### src/rtl/uart_fifo_param.sv
// rtl/uart_fifo_param.sv - parametrised strobe-driven FIFO between the UART and the SDIO register side
// Active-low push/pop strobes act on their falling edge; status flags are active-low.
module uart_fifo_param #(
  parameter int DW       = 8,
  parameter int AW       = 4,
  parameter int AF_LEVEL = (1 << AW) - 2,
  parameter int AE_LEVEL = 1,
  parameter bit FWFT     = 1'b0
) (
  input  logic          clk,
  input  logic          rst,
  input  logic          wr_n,
  input  logic          rd_n,
  input  logic [DW-1:0] idat,
  input  logic          clr_err,
  output logic [DW-1:0] odat,
  output logic          full_n,
  output logic          empty_n,
  output logic          afull_n,
  output logic          aempty_n,
  output logic [AW:0]   level,
  output logic          ovf,
  output logic          udf
);

  localparam int DEPTH = 1 << AW;
  localparam logic [AW:0] DEPTH_LV = (AW+1)'(DEPTH);
  localparam logic [AW:0] AF_LV    = (AW+1)'(AF_LEVEL);
  localparam logic [AW:0] AE_LV    = (AW+1)'(AE_LEVEL);

  logic          wr_q, rd_q;
  logic [AW-1:0] wr_ptr_q, wr_ptr_d, rd_ptr_q, rd_ptr_d;
  logic [AW:0]   level_q, level_d;
  logic          ovf_q, ovf_d, udf_q, udf_d;
  logic          push_ev, pop_ev, push_ok, pop_ok;
  logic [DW-1:0] mem_q [DEPTH];

  // A pop frees a slot on the same edge, so a push at full still lands.
  always_comb begin
    push_ev  = wr_q & ~wr_n;
    pop_ev   = rd_q & ~rd_n;
    pop_ok   = pop_ev & (level_q != '0);
    push_ok  = push_ev & ((level_q != DEPTH_LV) | pop_ok);
    wr_ptr_d = wr_ptr_q + AW'(push_ok);
    rd_ptr_d = rd_ptr_q + AW'(pop_ok);
    level_d  = level_q + (AW+1)'(push_ok) - (AW+1)'(pop_ok);
    ovf_d    = (ovf_q & ~clr_err) | (push_ev & ~push_ok);
    udf_d    = (udf_q & ~clr_err) | (pop_ev & ~pop_ok);
  end

  always_ff @(posedge clk or negedge rst) begin
    if (!rst) begin
      wr_q     <= 1'b0;
      rd_q     <= 1'b0;
      wr_ptr_q <= '0;
      rd_ptr_q <= '0;
      level_q  <= '0;
      ovf_q    <= 1'b0;
      udf_q    <= 1'b0;
    end else begin
      wr_q     <= wr_n;
      rd_q     <= rd_n;
      wr_ptr_q <= wr_ptr_d;
      rd_ptr_q <= rd_ptr_d;
      level_q  <= level_d;
      ovf_q    <= ovf_d;
      udf_q    <= udf_d;
    end
  end

  always_ff @(posedge clk) begin
    if (push_ok) mem_q[wr_ptr_q] <= idat;
  end

  if (FWFT) begin : g_fwft
    assign odat = mem_q[rd_ptr_q];
  end else begin : g_reg
    logic [DW-1:0] odat_q;
    always_ff @(posedge clk or negedge rst) begin
      if (!rst)        odat_q <= '0;
      else if (pop_ok) odat_q <= mem_q[rd_ptr_q];
    end
    assign odat = odat_q;
  end

  assign level    = level_q;
  assign full_n   = (level_q != DEPTH_LV);
  assign empty_n  = (level_q != '0);
  assign afull_n  = !(level_q >= AF_LV);
  assign aempty_n = !(level_q <= AE_LV);
  assign ovf      = ovf_q;
  assign udf      = udf_q;

endmodule

### config.mk
export PLATFORM = sky130hd
export DESIGN_NAME = uart_fifo_param
export DESIGN_NICKNAME = d
export VERILOG_FILES = /design/src/rtl/uart_fifo_param.sv
export SDC_FILE = /design/constraint.sdc
export NUM_CORES = 1
export LEC_CHECK = 0
export ABC_AREA = 1
export ABC_CLOCK_PERIOD_IN_PS = 2800
export CELL_PAD_IN_SITES_DETAIL_PLACEMENT = 0
export CELL_PAD_IN_SITES_GLOBAL_PLACEMENT = 2
export CORE_UTILIZATION = 38
export CTS_CLUSTER_SIZE = 28
export DETAILED_ROUTE_END_ITERATION = 7
export DONT_BUFFER_PORTS = 1
export PLACE_DENSITY_LB_ADDON = 0.1
export SYNTH_ARGS = -nofsm -noshare
export SYNTH_HDL_FRONTEND = slang
export SYNTH_SLANG_ARGS = --single-unit
### constraint.sdc
create_clock -name clk -period 2.8 [get_ports clk]
set_clock_uncertainty 0.15 [all_clocks]
set_input_delay 0.28 -clock clk [delete_from_list [all_inputs] [get_ports clk]]
set_output_delay 0.28 -clock clk [all_outputs]
set_load 0.01 [all_outputs]
Yosys cells after proc, flatten, opt, wreduce, memory -nomap -nowiden

Memory sizes are Yosys's and may differ from the RTL's. A register that Yosys moved wholly into a read port is not among the register bits.
Cells that the tools add are included.

Memory bits (writable): 128
Logic and storage cells: 37
Memories: 1
Register bits: 17

Bitwise operators: 16
Eq/ne operators: 1
Add/subtract/negate cells: 4
Muxes and demuxes: 2
Reductions and logical operators: 4
Magnitude comparators: 2

Memory list:

| memory | depth | width | rd ports | clocked after memory_dff | wr ports | RTL line | source |
|---|---|---|---|---|---|---|---|
| mem_q  | 16    | 8     | 1        | 1                        | 1        | 36       | `logic [DW-1:0] mem_q [DEPTH];` |

Operator list:

| kind                                                                                | count |
|---|---|
| 4-bit by 1-bit adder with 4-bit output                                              | 2 |
| 1-bit bitwise AND                                                                   | 8 |
| 5-bit by 1-bit adder with 5-bit output                                              | 1 |
| 5-bit by 4-bit greater-or-equal comparator with 1-bit output, second input constant | 1 |
| 5-bit by 1-bit less-or-equal comparator with 1-bit output, second input constant    | 1 |
| 5-bit != test, second input constant                                                | 1 |
| 1-bit inverter                                                                      | 5 |
| 5-bit nonzero test                                                                  | 1 |
| 5-bit by 1-bit subtractor with 5-bit output                                         | 1 |
| 1-bit logical NOT                                                                   | 3 |
| 1-bit OR                                                                            | 3 |
| 1-bit 2-to-1 mux                                                                    | 2 |

Longest topological paths before layout

Gate-level depths: netlist of the first run.

Depth in word-level cells: 8
Gate-level depth with buffers: 17
Gate-level depth less buffers: 16

Least setup slack after synthesis of the first run

No wires, ideal clock.

Kind: register -> register
From: reg level_q[2], in the netlist level[2]
To: reg level_q[4], in the netlist level[4]
Cell stages (with the launch flop): 18
Clock period less this slack: 3,025 ps
Buffers on the path: 1
Data required time: 2,571 ps
Arrival: 2,796 ps
Setup slack: -225 ps
Cells stage by stage: dfrtp_1 -> inv_1 -> ha_1 -> inv_1 -> nor2_2 -> nand2_4 -> nand3_4 -> nand2_2 -> nand3_4 -> buf_12 -> ha_1 -> inv_1 -> ha_1 -> fa_1 -> a21oi_1 -> nor2_1 -> nor2_1 -> xor2_1

Longest elaborated chain between the ends: 6
Elaborated cells on any way between the ends: 7
Classes of those cells: 2 x add/sub; 1 x eq/ne; 3 x bitwise; 1 x reduce/logical

RTL lines:

| element                                         | RTL line | source |
|---|---|---|
| from (decl)                                     | 33       | `logic [AW:0] level_q, level_d;` |
| from (signal assigned)                          | 65       | `level_q <= level_d;` |
| 5-bit nonzero test (*)                          | -        |  |
| named net empty_n                               | 18       | `output logic empty_n,` |
| 1-bit bitwise AND (*)                           | 42       | `pop_ok = pop_ev & (level_q != '0);` |
| 1-bit OR                                        | 43       | `push_ok = push_ev & ((level_q != DEPTH_LV) \| pop_ok);` |
| 1-bit bitwise AND                               | 43       |  |
| 5-bit by 1-bit adder with 5-bit output          | 46       | `level_d = level_q + (AW+1)'(push_ok) - (AW+1)'(pop_ok);` |
| 5-bit by 1-bit subtractor with 5-bit output (*) | 46       |  |
| named net level_d[4]                            | 33       |  |

The timed path passes the listed nets; every way through them passes the cells marked *.

Worst setup path after layout of the first run

From: reg level_q[2], in the netlist level[2]
To: reg level_q[4], in the netlist level[4]

Longest elaborated chain between the ends: 6
Elaborated cells on any way between the ends: 7
Classes of those cells: 2 x add/sub; 1 x eq/ne; 3 x bitwise; 1 x reduce/logical

RTL lines:

| element                                         | RTL line | source |
|---|---|---|
| 5-bit nonzero test (*)                          | -        |  |
| named net empty_n                               | 18       |  |
| 1-bit bitwise AND (*)                           | 42       |  |
| named net pop_ok                                | 35       | `logic push_ev, pop_ev, push_ok, pop_ok;` |
| 1-bit OR                                        | 43       |  |
| 1-bit bitwise AND                               | 43       |  |
| 5-bit by 1-bit adder with 5-bit output          | 46       |  |
| 5-bit by 1-bit subtractor with 5-bit output (*) | 46       |  |
| named net level_d[4]                            | 33       |  |

Marks and branches as above.

==> results.txt, run 1 <==
outcome: finished, final reports clean
Setup TNS Final: 0 ns
fmax: 385 MHz
die area: 0.0188 mm2
Synthesis Warnings: 0
RSZ-0062 raised after global routing: false
via count: 4,455
Pre-antenna DRT Iters: 5
crit path kind: flip-flop to flip-flop
clk root buf: clkbuf_16
Mapped Cells: 677
Seq pwr share: 0.359
Net Count, Synth: 707
vias in the first global route: 4,452
VDD IR-drop max: 545 uV
relative slew slack: 0.439
endpoints failing hold: 0
slew at the pin with the worst max-slew slack: 0.839 ns
die height: 137 um
WL/cell: 17.6 um
Internal Power: 5.23 mW
Critical Path RT: 3.00 ns
sequential area share after synthesis: 0.646
Worst-path clk slew: 0.06 ns
largest net degree at the start of global routing: 66
# diodes: 0
1st-iter DRT viols: 273
area grow syn2layout: 16.3%
leakage power: 3.46 nW
HP Class: input port to async pin
utilization after layout: 0.459
final period utilization: 0.928
final antenna-violating net count: 0
Worst-Skew Late Latency: 0.43 ns
Initial Util: 0.395
routed wl met2: 7880 um
Worst setup EP type: flip-flop
die width: 137 um
HPWL after DPL: 10,700 um
antenna violations before repair: 0
Layout Nets: 729
MaxCap Viol Count: 0
Clk pwr share: 0.319
Longest Clk Path Bufs: 2
worst hold margin: 0.151 ns
minimum clock period: 2.60 ns
Post-Route WL: 16,500 um
Critical Path Start Type: flip-flop
synthesized area per cell: 10.2 um2
critical path arrival: 2.80 ns
most frequent cells in the layout: nand2_1, edfxtp_1, inv_1, nand3_1, dfrtp_1
endpoints failing setup: 0
CTS tree: yes
first-pass GRT wire length: 25,700 um
row count: 48
IO Port Bufs: 0
Sw Share: 0.364
top layer in use: met4
sw power: 2.99 mW
commonest non-fill, non-tap cell in the layout: nand2_1
post-route DRC violation count: 0
Pwr Density: 1020 mW/mm2
core area: 0.0175 mm2
layout cells sized above 1: 0.108
total grt overflow: 0
vias per cell: 4.75
pins over their slew limit: 0
CTS Buf Count: 17
final worst slack: 0.202 ns
wire length on met3: 585 um
Setup WS pre-CTS: 0.0976 ns
FF+latch count, synth: 153
IO Pins: 32
routability cong.: 0.763
CTS sink cnt: 153
count of cell types in the netlist: 25
worst-path maximum fanout: 4
Comb pwr share: 0.322
met1 WL: 7810 um
synthesized area: 0.00692 mm2
global-route usage over all layers: 0.194
H-tree levels: 4
[per-stage QoR]
step	total power [mW]	area, um2	std cells
floorplan	4.82	6980	677
global placement	5.62	7230	891
detailed placement	5.64	7230	891
CTS	8.34	8040	936
global route	8.74	8050	937
finish	8.22	8050	937
[per-layer routing]
| layer | GRT usage | vias up |
|---|---|---|
| met2 | 0.303 | 86 |
| met5 | 0 | - |
| li1 | - | 2206 |
| met1 | 0.265 | 2148 |
| met3 | 0.0441 | 15 |
| met4 | 0.0635 | 0 |
[kinds of logic (layout without fill, tap and decap cells)]
kind of cell	Yosys count	after routing	share of synthesized area
AO/OA/AOI/OAI	5	5	0.00452
XOR/XNOR	7	7	0.00886
adder cells (fa/ha/maj)	17	17	0.0318
buffers and inverters	147	182	0.0864
flip-flops	153	153	0.646
AND/OR/NAND/NOR	348	348	0.223
[worst max-delay path, stage by stage (launching register included)]
cell	delay, ns
dfrtp_2	0.41
inv_2	0.10
ha_4	0.15
inv_4	0.04
nor2_4	0.11
nand2_4	0.08
nand3_4	0.10
clkinvlp_4	0.12
ha_4	0.27
inv_2	0.03
ha_4	0.15
fa_2	0.37
a21oi_2	0.12
nor2_1	0.05
nor2_1	0.12
xor2_1	0.15
[power by group through the flow]
stage | Combinational, mW | Clock, mW | Sequential [mW]
after floorplan | 1.85 | 0 | 2.97
after global placement | 2.63 | 0 | 2.99
after detailed placement | 2.64 | 0 | 3.00
after CTS | 2.71 | 2.68 | 2.95
after global routing | 3.00 | 2.76 | 2.98
final | 2.65 | 2.62 | 2.95
[layout make-up]
class,instances,area (um2)
clock buffers,17,425
clock inverters,15,246
fillers,1683,9490
inverters,122,464
multi-input cells,377,1910
flip-flops and latches,153,4470
well taps,225,282
repair buffers,28,253
[synthesized netlist by cell type]
| library cell | n | area (um2) |
|---|---|---|
| clkinv_1 | 2 | 7.51 |
| inv_1 | 117 | 439 |
| nor2_4 | 8 | 90.1 |
| xnor2_1 | 1 | 8.76 |
| clkbuf_1 | 2 | 7.51 |
| a21oi_1 | 2 | 10.0 |
| a221oi_1 | 1 | 8.76 |
| o22ai_1 | 2 | 12.5 |
| fa_1 | 1 | 20.0 |
| nand2_1 | 214 | 803 |
| buf_4 | 1 | 7.51 |
| nor2_1 | 19 | 71.3 |
| dfrtp_1 | 25 | 626 |
| nand3_1 | 100 | 500 |
| nand3_4 | 2 | 35.0 |
| ha_1 | 16 | 200 |
| buf_2 | 21 | 105 |
| nor2_2 | 2 | 12.5 |
| edfxtp_1 | 128 | 3840 |
| nand2_2 | 1 | 6.26 |
| xor2_1 | 6 | 52.6 |
| inv_2 | 3 | 11.3 |
| buf_12 | 1 | 20.0 |
| nor4_2 | 1 | 12.5 |
| nand2_4 | 1 | 11.3 |
[repair_timing]
action	CTS	global route
gates resized for setup	0	1
endpoints found under the hold margin	157	0
hold buffers	13	0
setup endpoints to repair	0	1
setup buffers	0	1
[path summary, 6_finish.rpt]
path	to	start	cells past startpoint	slack (ns)
max	level[4]	level[2]	15	0.20
min	odat[2]	rst	2	0.15
max reg2reg	level[4]	level[2]	15	0.20
min reg2reg	odat[4]	odat[4]	2	0.40
max in group asynchronous	rd_ptr_q[0]	rst	2	2.18
min in group clk	rd_q	rd_n	1	0.31
[sequential cells by signal (all words and copies together), names as in the netlist]
name      cells
rd_ptr_q      4
odat          8
rd_q          1
mem_q       128
wr_ptr_q      4
wr_q          1
level         5
udf           1
ovf           1
No activity file was read; power rests on OpenSTA's default activity.
==> run 2, diff against run 1 <==
Settings changed: CORE_MARGIN from default to 2.
==> results.txt, run 2 (synthesis gave the netlist of run 1 again) <==
area grow syn2layout: 16.1% (was 16.3%)
register with the most flip-flops: mem_q (unchanged)
CTS Buf Count: 17 (unchanged)
slew at the pin with the worst max-slew slack: 0.886 ns (was 0.839 ns)
placed inst area: 0.00723 mm2 (about the same)
Critical Path Start Type: flip-flop (unchanged)
Max stage delay cell, worst path: dfrtp_1 (was dfrtp_2)
Critical Path RT: 2.99 ns (was 3.00 ns)
worst-path maximum fanout: 3 (was 4)
CTS sink cnt: 153 (unchanged)
crit path kind: flip-flop to flip-flop (unchanged)
via count: 4,458 (was 4,455)
most used cell, CP: ha_4 (unchanged)
final antenna-violating net count: 0 (unchanged)
Post-Route WL: 16,700 um (was 16,500 um)
total grt overflow: 0 (unchanged)
endpoints failing hold: 0 (unchanged)
Worst-path clk slew: 0.06 ns (about the same)
HP Class: input port to async pin (unchanged)
antenna violations before repair: 0 (unchanged)
MaxCap Viol Count: 0 (unchanged)
Initial Util: 0.387 (was 0.395)
relative slew slack: 0.407 (was 0.439)
IO Port Bufs: 0 (unchanged)
Pwr Density: 1010 mW/mm2 (was 1020 mW/mm2)
Max stage delay on crit path: 0.38 ns (was 0.41 ns)
CTS tree: yes (unchanged)
die area: 0.0193 mm2 (was 0.0188 mm2)
largest net degree at the start of global routing: 66 (unchanged)
sw power: 2.93 mW (was 2.99 mW)
commonest non-fill, non-tap cell in the layout: nand2_1 (unchanged)
core area: 0.0179 mm2 (was 0.0175 mm2)
IO Pins: 32 (unchanged)
minimum clock period: 2.58 ns (was 2.60 ns)
Worst-Skew Late Latency: 0.42 ns (was 0.43 ns)
Layout Nets: 729 (unchanged)
vias in the first global route: 4,553 (was 4,452)
Longest Clk Path Bufs: 2 (unchanged)
R2R cell count: 16 (was 15)
layout cells sized above 1: 0.105 (was 0.108)
leakage power: 3.46 nW (about the same)
Clk pwr share: 0.312 (was 0.319)
dpl cells: 895 (was 891)
clk root buf: clkbuf_16 (unchanged)
post-route DRC violation count: 0 (unchanged)
outcome: finished, final reports clean (unchanged)
# diodes: 0 (unchanged)
Internal Power: 5.23 mW (about the same)
vias per cell: 4.74 (was 4.75)
utilization after layout: 0.449 (was 0.459)
Worst setup EP type: flip-flop (unchanged)
row count: 49 (was 48)
routability cong.: 0.767 (was 0.763)
global-route usage over all layers: 0.182 (was 0.194)
final period utilization: 0.922 (was 0.928)
most frequent cells in the layout: nand2_1, edfxtp_1, inv_1, nand3_1, dfrtp_1 (unchanged)
Largest register FFs: 128 (unchanged)
reg2reg start: level[3] (was level[2])
HPWL after DPL: 10,500 um (was 10,700 um)
1st-iter DRT viols: 333 (was 273)
Overall Power: 8.15 mW (was 8.22 mW)
non-filler instance count after layout: 941 (was 937)
crit path from: level[3] (was level[2])
VDD IR-drop max: 538 uV (was 545 uV)
H-tree levels: 4 (unchanged)
Final Instance Area: 0.00804 mm2 (was 0.00805 mm2)
critical-path cell list: inv_2 > ha_4 > inv_4 > nor2_4 > nand2_4 > nand3_4 > nand2_4 > nand3_4 > ha_4 > inv_2 > ha_4 > fa_2 > a21oi_2 > nor2_1 > nor2_1 > xor2_1 (was inv_2 > ha_4 > inv_4 > nor2_4 > nand2_4 > nand3_4 > clkinvlp_4 > ha_4 > inv_2 > ha_4 > fa_2 > a21oi_2 > nor2_1 > nor2_1 > xor2_1)
first-pass GRT wire length: 26,200 um (was 25,700 um)
Setup TNS Final: 0 ns (unchanged)
die width: 139 um (was 137 um)
fmax: 387 MHz (was 385 MHz)
Pre-antenna DRT Iters: 4 (was 5)
WL/cell: 17.7 um (was 17.6 um)
pins over their slew limit: 0 (unchanged)
critical path arrival: 2.78 ns (was 2.80 ns)
endpoints failing setup: 0 (unchanged)
die height: 139 um (was 137 um)
RSZ-0062 raised after global routing: false (unchanged)
Comb pwr share: 0.326 (was 0.322)
Sw Share: 0.359 (was 0.364)
Seq pwr share: 0.362 (was 0.359)
==> run 2: routing by layer <==
| layer | part of all wire | up-vias | global-route usage |
|---|---|---|---|
| met5 | 0 | - | 0 |
| met4 | 0.029 | 0 | 0.0766 |
| met3 | 0.027 | 26 | 0.0304 |
| met2 | 0.48 | 83 | 0.296 |
| met1 | 0.47 | 2147 | 0.243 |
| li1 | - | 2202 | - |
==> run 2: path summary, 6_finish.rpt <==
path | to | slack (ns)
max in group asynchronous | level[2] | 2.16
min in group clk | wr_q | 0.29
min reg2reg | odat[5] | 0.41
max reg2reg | level[4] | 0.22
min | udf | 0.18
max | level[4] | 0.22
==> run 2: final cells by class <==
cell class	count	area [um2]
fill	1697	9860
timing repair buffer	28	253
tap	229	287
sequential	153	4470
inverter	122	460
clock inverter	13	225
clock buffer	19	433
multi-input combinational	377	1910
==> run 2: power by group through the flow <==
stage	registers, mW	clock network (mW)	logic (mW)
detailed placement	3.00	0	2.62
finish	2.95	2.55	2.66
global route	2.98	2.68	3.00
CTS	2.95	2.59	2.70
floorplan	2.97	0	1.85
global placement	3.00	0	2.64
==> run 2: metrics by stage <==
stage | hold slack [ns] | setup WS [ns]
5_1_grt | 0.183 | 0.0804
3_3_place_gp | -0.165 | 0.100
3_5_place_dp | -0.165 | 0.0981
6_report | 0.179 | 0.219
2_1_floorplan | -0.166 | 0.000283
4_1_cts | 0.165 | 0.0686
==> run 2: timing repair <==
item,in CTS,in global routing
buffers inserted,0,1
hold endpoints to repair,157,0
hold buffers,13,0
gates resized for setup,0,1
endpoints found under the setup margin,0,1
==> run 2: worst max-delay path: cells and delay by family, from the launching register on <==
family | cells | cell delay (ns)
buffers and inverters | 3 | 0.16
adder cells (fa/ha/maj) | 4 | 0.97
XOR/XNOR | 1 | 0.14
AO/OA/AOI/OAI | 1 | 0.13
AND/OR/NAND/NOR | 7 | 0.57
flip-flops | 1 | 0.38
